[src/rtl/aud_pkg.sv]
// Shared types and constants for the voice-recorder mode controller.
package aud_pkg;

  localparam int ADDR_W = 20;

  typedef enum logic [2:0] {
    ST_INIT       = 3'd0,
    ST_IDLE       = 3'd1,
    ST_REC        = 3'd2,
    ST_REC_PAUSE  = 3'd3,
    ST_PLAY       = 3'd4,
    ST_PLAY_PAUSE = 3'd5
  } aud_state_e;

  typedef struct packed {
    logic rec_start;
    logic rec_pause;
    logic rec_stop;
    logic dsp_start;
    logic dsp_pause;
    logic dsp_stop;
  } aud_pulse_t;

endpackage

[src/rtl/aud_mode_ctrl_if.sv]
// Key/switch inputs and recorder/DSP control outputs of the mode controller.
interface aud_mode_ctrl_if;
  import aud_pkg::*;

  logic              i_init_done;
  logic              i_key_start;
  logic              i_key_pause;
  logic              i_key_stop;
  logic              i_mode_rec;
  logic [2:0]        i_speed_sw;
  logic              i_fast_sw;
  logic              i_interp_sw;
  logic              i_reverse_sw;
  logic [ADDR_W-1:0] i_rec_addr;
  logic              i_rec_full;
  logic              i_play_finish;

  logic              o_rec_start;
  logic              o_rec_pause;
  logic              o_rec_stop;
  logic              o_dsp_start;
  logic              o_dsp_pause;
  logic              o_dsp_stop;
  logic [2:0]        o_dsp_speed;
  logic              o_dsp_fast;
  logic              o_dsp_slow_0;
  logic              o_dsp_slow_1;
  logic              o_dsp_reverse;
  logic [ADDR_W-1:0] o_sram_stop;
  logic              o_sram_we;
  logic [2:0]        o_state;
  logic [5:0]        o_seconds;

  modport master (
    input  i_init_done, i_key_start, i_key_pause, i_key_stop, i_mode_rec,
           i_speed_sw, i_fast_sw, i_interp_sw, i_reverse_sw,
           i_rec_addr, i_rec_full, i_play_finish,
    output o_rec_start, o_rec_pause, o_rec_stop,
           o_dsp_start, o_dsp_pause, o_dsp_stop,
           o_dsp_speed, o_dsp_fast, o_dsp_slow_0, o_dsp_slow_1, o_dsp_reverse,
           o_sram_stop, o_sram_we, o_state, o_seconds
  );

  modport slave (
    output i_init_done, i_key_start, i_key_pause, i_key_stop, i_mode_rec,
           i_speed_sw, i_fast_sw, i_interp_sw, i_reverse_sw,
           i_rec_addr, i_rec_full, i_play_finish,
    input  o_rec_start, o_rec_pause, o_rec_stop,
           o_dsp_start, o_dsp_pause, o_dsp_stop,
           o_dsp_speed, o_dsp_fast, o_dsp_slow_0, o_dsp_slow_1, o_dsp_reverse,
           o_sram_stop, o_sram_we, o_state, o_seconds
  );

endinterface

[src/rtl/sec_timer.sv]
// Elapsed-seconds counter: tick prescaler plus a 6-bit seconds count saturating at 63.
module sec_timer #(
  parameter int TICKS_PER_SEC = 12000000
) (
  input  logic       i_clk,
  input  logic       i_rst_n,
  input  logic       i_en,
  input  logic       i_clr_all,
  input  logic       i_clr_tick,
  output logic [5:0] o_seconds
);

  localparam int TW = (TICKS_PER_SEC > 1) ? $clog2(TICKS_PER_SEC) : 1;
  localparam logic [TW-1:0] TICK_LAST = TW'(TICKS_PER_SEC - 1);

  logic [TW-1:0] tick_q, tick_d;
  logic [5:0]    sec_q, sec_d;

  always_comb begin
    tick_d = tick_q;
    sec_d  = sec_q;
    if (i_clr_all) begin
      tick_d = '0;
      sec_d  = '0;
    end else if (i_clr_tick) begin
      tick_d = '0;
    end else if (i_en) begin
      if (tick_q == TICK_LAST) begin
        tick_d = '0;
        if (sec_q != 6'd63) sec_d = sec_q + 6'd1;
      end else begin
        tick_d = tick_q + TW'(1);
      end
    end
  end

  always_ff @(posedge i_clk or negedge i_rst_n) begin
    if (!i_rst_n) begin
      tick_q <= '0;
      sec_q  <= '0;
    end else begin
      tick_q <= tick_d;
      sec_q  <= sec_d;
    end
  end

  assign o_seconds = sec_q;

endmodule

[src/rtl/aud_mode_ctrl.sv]
// Record/play mode controller: key pulses to recorder/DSP control pulses,
// DSP config latch, recording end address and elapsed-seconds display.
module aud_mode_ctrl
  import aud_pkg::*;
#(
  parameter int TICKS_PER_SEC = 12000000
) (
  input  logic           i_clk,
  input  logic           i_rst_n,
  aud_mode_ctrl_if.master bus
);

  aud_state_e        state_q, state_d;
  aud_pulse_t        pulse_q, pulse_d;
  logic              cfg_ld, sram_ld;
  logic              sram_we_q;
  logic [ADDR_W-1:0] sram_stop_q;
  logic [2:0]        speed_q;
  logic              fast_q, slow0_q, slow1_q, reverse_q;
  logic              key_start, key_pause, key_stop;
  logic              tmr_en, tmr_clr_all, tmr_clr_tick;

  // stop > pause > start; only the winner is visible to the FSM
  assign key_stop  = bus.i_key_stop;
  assign key_pause = bus.i_key_pause & ~bus.i_key_stop;
  assign key_start = bus.i_key_start & ~bus.i_key_pause & ~bus.i_key_stop;

  always_comb begin
    state_d = state_q;
    pulse_d = '0;
    cfg_ld  = 1'b0;
    sram_ld = 1'b0;
    unique case (state_q)
      ST_INIT: begin
        if (bus.i_init_done) state_d = ST_IDLE;
      end
      ST_IDLE: begin
        if (key_start) begin
          if (bus.i_mode_rec) begin
            state_d           = ST_REC;
            pulse_d.rec_start = 1'b1;
          end else if (sram_stop_q != '0) begin
            state_d           = ST_PLAY;
            pulse_d.dsp_start = 1'b1;
            cfg_ld            = 1'b1;
          end
        end
      end
      ST_REC: begin
        if (key_stop || bus.i_rec_full) begin
          state_d          = ST_IDLE;
          pulse_d.rec_stop = 1'b1;
          sram_ld          = 1'b1;
        end else if (key_pause) begin
          state_d           = ST_REC_PAUSE;
          pulse_d.rec_pause = 1'b1;
        end
      end
      ST_REC_PAUSE: begin
        if (key_stop) begin
          state_d          = ST_IDLE;
          pulse_d.rec_stop = 1'b1;
          sram_ld          = 1'b1;
        end else if (key_start) begin
          state_d           = ST_REC;
          pulse_d.rec_start = 1'b1;
        end
      end
      ST_PLAY: begin
        if (key_stop || bus.i_play_finish) begin
          state_d          = ST_IDLE;
          pulse_d.dsp_stop = 1'b1;
        end else if (key_pause) begin
          state_d           = ST_PLAY_PAUSE;
          pulse_d.dsp_pause = 1'b1;
        end
      end
      ST_PLAY_PAUSE: begin
        if (key_stop) begin
          state_d          = ST_IDLE;
          pulse_d.dsp_stop = 1'b1;
        end else if (key_start) begin
          state_d           = ST_PLAY;
          pulse_d.dsp_start = 1'b1;
          cfg_ld            = 1'b1;
        end
      end
      default: state_d = ST_INIT;
    endcase
  end

  always_ff @(posedge i_clk or negedge i_rst_n) begin
    if (!i_rst_n) begin
      state_q     <= ST_INIT;
      pulse_q     <= '0;
      sram_we_q   <= 1'b0;
      sram_stop_q <= '0;
      speed_q     <= '0;
      fast_q      <= 1'b0;
      slow0_q     <= 1'b0;
      slow1_q     <= 1'b0;
      reverse_q   <= 1'b0;
    end else begin
      state_q   <= state_d;
      pulse_q   <= pulse_d;
      sram_we_q <= (state_d == ST_REC);
      if (sram_ld) sram_stop_q <= bus.i_rec_addr;
      if (cfg_ld) begin
        speed_q   <= bus.i_speed_sw;
        fast_q    <= bus.i_fast_sw;
        slow1_q   <= ~bus.i_fast_sw & bus.i_interp_sw;
        slow0_q   <= ~bus.i_fast_sw & ~bus.i_interp_sw;
        reverse_q <= bus.i_reverse_sw;
      end
    end
  end

  // Seconds restart only on a fresh start from IDLE; resume from pause keeps counting.
  assign tmr_en       = (state_q == ST_REC) || (state_q == ST_PLAY);
  assign tmr_clr_all  = (state_q == ST_IDLE) && (pulse_d.rec_start || pulse_d.dsp_start);
  assign tmr_clr_tick = (state_d == ST_IDLE) && (state_q != ST_IDLE);

  sec_timer #(
    .TICKS_PER_SEC(TICKS_PER_SEC)
  ) u_sec_timer (
    .i_clk      (i_clk),
    .i_rst_n    (i_rst_n),
    .i_en       (tmr_en),
    .i_clr_all  (tmr_clr_all),
    .i_clr_tick (tmr_clr_tick),
    .o_seconds  (bus.o_seconds)
  );

  assign bus.o_rec_start   = pulse_q.rec_start;
  assign bus.o_rec_pause   = pulse_q.rec_pause;
  assign bus.o_rec_stop    = pulse_q.rec_stop;
  assign bus.o_dsp_start   = pulse_q.dsp_start;
  assign bus.o_dsp_pause   = pulse_q.dsp_pause;
  assign bus.o_dsp_stop    = pulse_q.dsp_stop;
  assign bus.o_dsp_speed   = speed_q;
  assign bus.o_dsp_fast    = fast_q;
  assign bus.o_dsp_slow_0  = slow0_q;
  assign bus.o_dsp_slow_1  = slow1_q;
  assign bus.o_dsp_reverse = reverse_q;
  assign bus.o_sram_stop   = sram_stop_q;
  assign bus.o_sram_we     = sram_we_q;
  assign bus.o_state       = state_q;

endmodule

[src/flat_wrapper.sv]
// flat-port wrapper written by rule: the top's interface ports become plain ports
module aud_mode_ctrl_flat import aud_pkg::*;
#(
  parameter int TICKS_PER_SEC = 12000000
)
  (i_clk, i_rst_n, bus_i_init_done, bus_i_key_start, bus_i_key_pause, bus_i_key_stop, bus_i_mode_rec, bus_i_speed_sw, bus_i_fast_sw, bus_i_interp_sw, bus_i_reverse_sw, bus_i_rec_addr, bus_i_rec_full, bus_i_play_finish, bus_o_rec_start, bus_o_rec_pause, bus_o_rec_stop, bus_o_dsp_start, bus_o_dsp_pause, bus_o_dsp_stop, bus_o_dsp_speed, bus_o_dsp_fast, bus_o_dsp_slow_0, bus_o_dsp_slow_1, bus_o_dsp_reverse, bus_o_sram_stop, bus_o_sram_we, bus_o_state, bus_o_seconds);
  aud_mode_ctrl_if bus_i ();
  input  logic i_clk;
  input  logic i_rst_n;
  input wire logic [$bits(bus_i.i_init_done)-1:0] bus_i_init_done;
  input wire logic [$bits(bus_i.i_key_start)-1:0] bus_i_key_start;
  input wire logic [$bits(bus_i.i_key_pause)-1:0] bus_i_key_pause;
  input wire logic [$bits(bus_i.i_key_stop)-1:0] bus_i_key_stop;
  input wire logic [$bits(bus_i.i_mode_rec)-1:0] bus_i_mode_rec;
  input wire logic [$bits(bus_i.i_speed_sw)-1:0] bus_i_speed_sw;
  input wire logic [$bits(bus_i.i_fast_sw)-1:0] bus_i_fast_sw;
  input wire logic [$bits(bus_i.i_interp_sw)-1:0] bus_i_interp_sw;
  input wire logic [$bits(bus_i.i_reverse_sw)-1:0] bus_i_reverse_sw;
  input wire logic [$bits(bus_i.i_rec_addr)-1:0] bus_i_rec_addr;
  input wire logic [$bits(bus_i.i_rec_full)-1:0] bus_i_rec_full;
  input wire logic [$bits(bus_i.i_play_finish)-1:0] bus_i_play_finish;
  output wire logic [$bits(bus_i.o_rec_start)-1:0] bus_o_rec_start;
  output wire logic [$bits(bus_i.o_rec_pause)-1:0] bus_o_rec_pause;
  output wire logic [$bits(bus_i.o_rec_stop)-1:0] bus_o_rec_stop;
  output wire logic [$bits(bus_i.o_dsp_start)-1:0] bus_o_dsp_start;
  output wire logic [$bits(bus_i.o_dsp_pause)-1:0] bus_o_dsp_pause;
  output wire logic [$bits(bus_i.o_dsp_stop)-1:0] bus_o_dsp_stop;
  output wire logic [$bits(bus_i.o_dsp_speed)-1:0] bus_o_dsp_speed;
  output wire logic [$bits(bus_i.o_dsp_fast)-1:0] bus_o_dsp_fast;
  output wire logic [$bits(bus_i.o_dsp_slow_0)-1:0] bus_o_dsp_slow_0;
  output wire logic [$bits(bus_i.o_dsp_slow_1)-1:0] bus_o_dsp_slow_1;
  output wire logic [$bits(bus_i.o_dsp_reverse)-1:0] bus_o_dsp_reverse;
  output wire logic [$bits(bus_i.o_sram_stop)-1:0] bus_o_sram_stop;
  output wire logic [$bits(bus_i.o_sram_we)-1:0] bus_o_sram_we;
  output wire logic [$bits(bus_i.o_state)-1:0] bus_o_state;
  output wire logic [$bits(bus_i.o_seconds)-1:0] bus_o_seconds;
  assign bus_i.i_init_done = bus_i_init_done;
  assign bus_i.i_key_start = bus_i_key_start;
  assign bus_i.i_key_pause = bus_i_key_pause;
  assign bus_i.i_key_stop = bus_i_key_stop;
  assign bus_i.i_mode_rec = bus_i_mode_rec;
  assign bus_i.i_speed_sw = bus_i_speed_sw;
  assign bus_i.i_fast_sw = bus_i_fast_sw;
  assign bus_i.i_interp_sw = bus_i_interp_sw;
  assign bus_i.i_reverse_sw = bus_i_reverse_sw;
  assign bus_i.i_rec_addr = bus_i_rec_addr;
  assign bus_i.i_rec_full = bus_i_rec_full;
  assign bus_i.i_play_finish = bus_i_play_finish;
  assign bus_o_rec_start = bus_i.o_rec_start;
  assign bus_o_rec_pause = bus_i.o_rec_pause;
  assign bus_o_rec_stop = bus_i.o_rec_stop;
  assign bus_o_dsp_start = bus_i.o_dsp_start;
  assign bus_o_dsp_pause = bus_i.o_dsp_pause;
  assign bus_o_dsp_stop = bus_i.o_dsp_stop;
  assign bus_o_dsp_speed = bus_i.o_dsp_speed;
  assign bus_o_dsp_fast = bus_i.o_dsp_fast;
  assign bus_o_dsp_slow_0 = bus_i.o_dsp_slow_0;
  assign bus_o_dsp_slow_1 = bus_i.o_dsp_slow_1;
  assign bus_o_dsp_reverse = bus_i.o_dsp_reverse;
  assign bus_o_sram_stop = bus_i.o_sram_stop;
  assign bus_o_sram_we = bus_i.o_sram_we;
  assign bus_o_state = bus_i.o_state;
  assign bus_o_seconds = bus_i.o_seconds;
  aud_mode_ctrl #(.TICKS_PER_SEC(TICKS_PER_SEC)) u_core (.i_clk(i_clk), .i_rst_n(i_rst_n), .bus(bus_i));
endmodule
[config.mk]
export PLATFORM = sky130hd
export DESIGN_NAME = aud_mode_ctrl_flat
export DESIGN_NICKNAME = d
export VERILOG_FILES = /design/src/rtl/aud_pkg.sv /design/src/rtl/aud_mode_ctrl_if.sv /design/src/rtl/sec_timer.sv /design/src/rtl/aud_mode_ctrl.sv /design/src/flat_wrapper.sv
export SDC_FILE = /design/constraint.sdc
export NUM_CORES = 1
export LEC_CHECK = 0
export CORE_MARGIN = 2
export CORE_UTILIZATION = 40
export CTS_BUF_LIST = sky130_fd_sc_hd__clkbuf_8
export DETAILED_ROUTE_END_ITERATION = 8
export GPL_ROUTABILITY_DRIVEN = 0
export HOLD_SLACK_MARGIN = 0.03
export PLACE_DENSITY = 0.66
export SLEW_MARGIN = 20
export SYNTH_ARGS = -nofsm -noshare
export SYNTH_HDL_FRONTEND = slang
export SYNTH_SLANG_ARGS = --single-unit
[constraint.sdc]
create_clock -name i_clk -period 3.7 [get_ports i_clk]
set_input_delay 0.74 -clock i_clk [delete_from_list [all_inputs] [get_ports i_clk]]
set_output_delay 0.74 -clock i_clk [all_outputs]
set_load 0.03 [all_outputs]
==> results_dict.tcl <==
set metrics [dict create \
    status "complete, no violations" \
    ff2ff_path_depth 5 \
    syn_inst 308 \
    ys_seq_elements 67 \
    power.share.combinational_pct 30.7 \
    start_util_pct 40.7 \
    ys_warn_count 0 \
    r2r_slack_ns 1.32 \
    vdd_drop_max_mv 0.409 \
    antenna_left 0 \
    end_kind "flop" \
    fillers 692 \
    grt_antenna_before_repair 0 \
    layout_commonest_cell "clkdlybuf4s50_1" \
    antenna_cells 0 \
    async_flop_share_pct 100 \
    p_clk_share_pct 31.5 \
    synth-edff-count 0 \
    hold_end "u_core.bus.o_dsp_speed[2]$_DFFE_PN0P_" \
    internal_power_mw 1.78 \
    crit_type "in -> reg" \
    layout-drive-gt1-share_pct 14.7 \
    ys.flop_type "dfrtp_1" \
    cts_buffer_depth 2 \
    dp_hpwl_mm 5.36 \
    routed_wl_mm 7.59 \
    nets 427 \
    syn_area_sq_mm 0.00331 \
    final.period_utilization_pct 67.2 \
    die-width_um 95.0 \
    die_h_um 95.0 \
    coreArea_sq_mm 0.00813 \
    cts_buffers 9 \
    drt_drc_violations_left 0 \
    final_cell_mix "clkdlybuf4s50_1, dfrtp_1, nor2_1" \
    p_sw_share_pct 32.2 \
    required_ns 3.89 \
    drt_pass1_iterations 4 \
    cts_tree "built" \
    fmaxAchievable_mhz 402 \
    post_cts_buffers 0 \
    rsz0062_at_grt "no" \
    power.leakage_nw 1.79 \
    first_global_vias 2685 \
    path_max_fanout 15 \
    hold_viol_final 0 \
    viasPerCell 5.40 \
    root_buffer "clkbuf_8" \
    clk_pin_slew_ns 0.08 \
    cts_sinks 67 \
    ctsResizeCount 0 \
    grt_max_degree 41 \
    min_from "u_core.bus.o_dsp_speed[2]$_DFFE_PN0P_" \
    p_sw_mw 0.845 \
    insertion_delay_ns 0.34 \
    synth_nets 345 \
    syn_area_per_cell_sq_um 10.7 \
    track_usage_pct 18.3 \
    rows 33 \
    slew_headroom_pct 39.7 \
    setup_viol 0 \
    dp_slack_ns 0.866 \
    hp-class "reg -> reg" \
    reg2reg_from "u_core.bus.o_state[1]$_DFF_PN0_" \
    worstMarginPinSlew_ns 0.896 \
    worst_r2r_endpoint "u_core.u_sec_timer.o_seconds[3]$_DFFE_PN0P_" \
    min_path_cells 1 \
    io_buffers 77 \
    dr_total_vias 2699 \
    routedWlPerCell_um 15.2 \
    initialDrtViolationCount 77 \
    power_density_mw_per_mm2 590 \
    setup_tns_ns 0 \
    area_delta_synth_final_pct 34.3 \
    period_needed_ns 2.49 \
    holdBufCountCts 0 \
    fin_ws_ns 1.21 \
    slew_viol_final 0 \
    synth.yosys.seq_area_share_pct 50.7 \
    overflow 0 \
    cp_data_arrival_time_ns 2.68 \
    htree_levels 3 \
    skew_ns 0.00934 \
    power_frac_seq_pct 37.8 \
    die_area_sq_mm 0.00902 \
    io-pin-count 78 \
    start_kind "primary input" \
    grt_pass1_wl_mm 13.0 \
    ys_types 50 \
    cap_viol_max_count 0 \
]
==> cell type report <==
| type | count | area, sq um | area share (%) |
|---|---|---|---|
| inverter | 6 | 22.5 | 0.507 |
| clock buffer | 10 | 138 | 3.10 |
| tap | 105 | 131 | 2.96 |
| multi-input combinational | 226 | 1550 | 34.9 |
| clock inverter | 6 | 136 | 3.07 |
| sequential | 67 | 1680 | 37.7 |
| timing repair buffer | 80 | 788 | 17.7 |
==> worst max-delay path, stage by stage <==
cell and delay (ns):
clkdlybuf4s50_1 0.52, nand2b_1 0.18, a2111oi_4 0.10, or4_1 0.57, nand2_1 0.44, nor3_1 0.12
==> cell usage after synthesis, types with 2 or more instances <==
master	count	area (sq um)
and3_1	5	31.3
nor4bb_1	2	20.0
mux2i_1	2	20.0
nor3b_1	3	22.5
nand2b_1	4	25.0
ha_1	2	25.0
nand4_1	6	37.5
and4_1	4	35.0
nor4b_1	2	17.5
xnor2_1	13	114
nor3_1	15	75.1
clkbuf_1	4	15.0
or4_1	6	45.0
dfrtp_1	67	1680
nand3_1	11	55.1
a21oi_1	16	80.1
mux2_2	27	304
nand2b_4	2	27.5
nand2_1	25	93.8
inv_1	6	22.5
nor4_1	12	75.1
buf_2	2	10.0
nor2_1	30	113
o31ai_1	5	37.5
xor2_1	3	26.3
a31oi_1	2	12.5
o21ai_0	3	15.0
a21o_1	2	15.0
o21a_1	2	15.0
nor2b_1	2	12.5
o2111ai_1	2	17.5
buf_6	3	33.8
==> cell families after synthesis <==
group	after synthesis	share of synthesized area (%)
compound gates	43	9.38
xor+xnor	16	4.23
fa+ha+maj	2	0.756
buf+inv	15	2.46
flops	67	50.7
mux	29	9.79
simple gates	136	22.7
==> state kept, by name, summed over array words and instances, names as in the netlist <==
name and count:
u_core.u_sec_timer.o_seconds 6, u_core.bus.o_dsp_fast 1, u_core.bus.o_sram_we 1, u_core.bus.o_dsp_stop 1
u_core.u_sec_timer.tick_q 24, u_core.bus.o_state 3, u_core.bus.o_rec_start 1, u_core.bus.o_dsp_pause 1
u_core.bus.o_rec_stop 1, u_core.bus.o_dsp_speed 3, u_core.bus.o_dsp_start 1, u_core.bus.o_dsp_slow_0 1
u_core.bus.o_sram_stop 20, u_core.bus.o_dsp_reverse 1, u_core.bus.o_rec_pause 1, u_core.bus.o_dsp_slow_1 1
==> metrics by stage <==
stage          area (sq um)  std cells  hold slack [ns]  total power [mW]  util, %
5_1_grt                4440        500            0.520              2.75     54.6
3_3_place_gp           4170        484            0.490              1.80     51.3
2_1_floorplan          3310        308            0.444              1.44        -
4_1_cts                4440        500            0.514              2.65     54.6
3_5_place_dp           4170        484            0.496              1.81     51.3
6_report               4440        500            0.507              2.62     54.6
==> routing by layer <==
layer / vias to the layer above / GRT usage [%] / wire, um
met1: 1305 / 23.8 / 3400
met5: - / 0 / 0
met2: 86 / 28.1 / 3470
met4: 0 / 6.28 / 93
li1: 1296 / - / -
met3: 12 / 6.94 / 626
==> how the worst max path moves through the flow <==
| stage | from | to | slack (ns) | cells after the start |
|---|---|---|---|---|
| finish | bus_i_play_finish | u_core.u_sec_timer.tick_q[15]$_DFFE_PN0P_ | 1.21 | 6 |
| CTS | bus_i_play_finish | u_core.u_sec_timer.tick_q[15]$_DFFE_PN0P_ | 1.22 | 6 |
| detailed placement | bus_i_play_finish | u_core.u_sec_timer.tick_q[15]$_DFFE_PN0P_ | 0.87 | 6 |
| global route | bus_i_play_finish | u_core.u_sec_timer.tick_q[15]$_DFFE_PN0P_ | 1.06 | 6 |
| floorplan | bus_i_play_finish | u_core.u_sec_timer.o_seconds[5]$_DFFE_PN0P_ | 1.51 | 6 |
| global placement | bus_i_play_finish | u_core.u_sec_timer.tick_q[15]$_DFFE_PN0P_ | 0.89 | 6 |
==> power groups by stage <==
stage / Sequential, mW / Combinational [mW] / Clock, mW
final: 0.990 / 0.806 / 0.825
after global routing: 1.01 / 0.856 / 0.878
after CTS: 0.992 / 0.816 / 0.841
after detailed placement: 1.00 / 0.809 / 0
after global placement: 0.999 / 0.804 / 0
after floorplan: 1.24 / 0.198 / 0
Note: power is estimated with default switching activity, not from simulation.
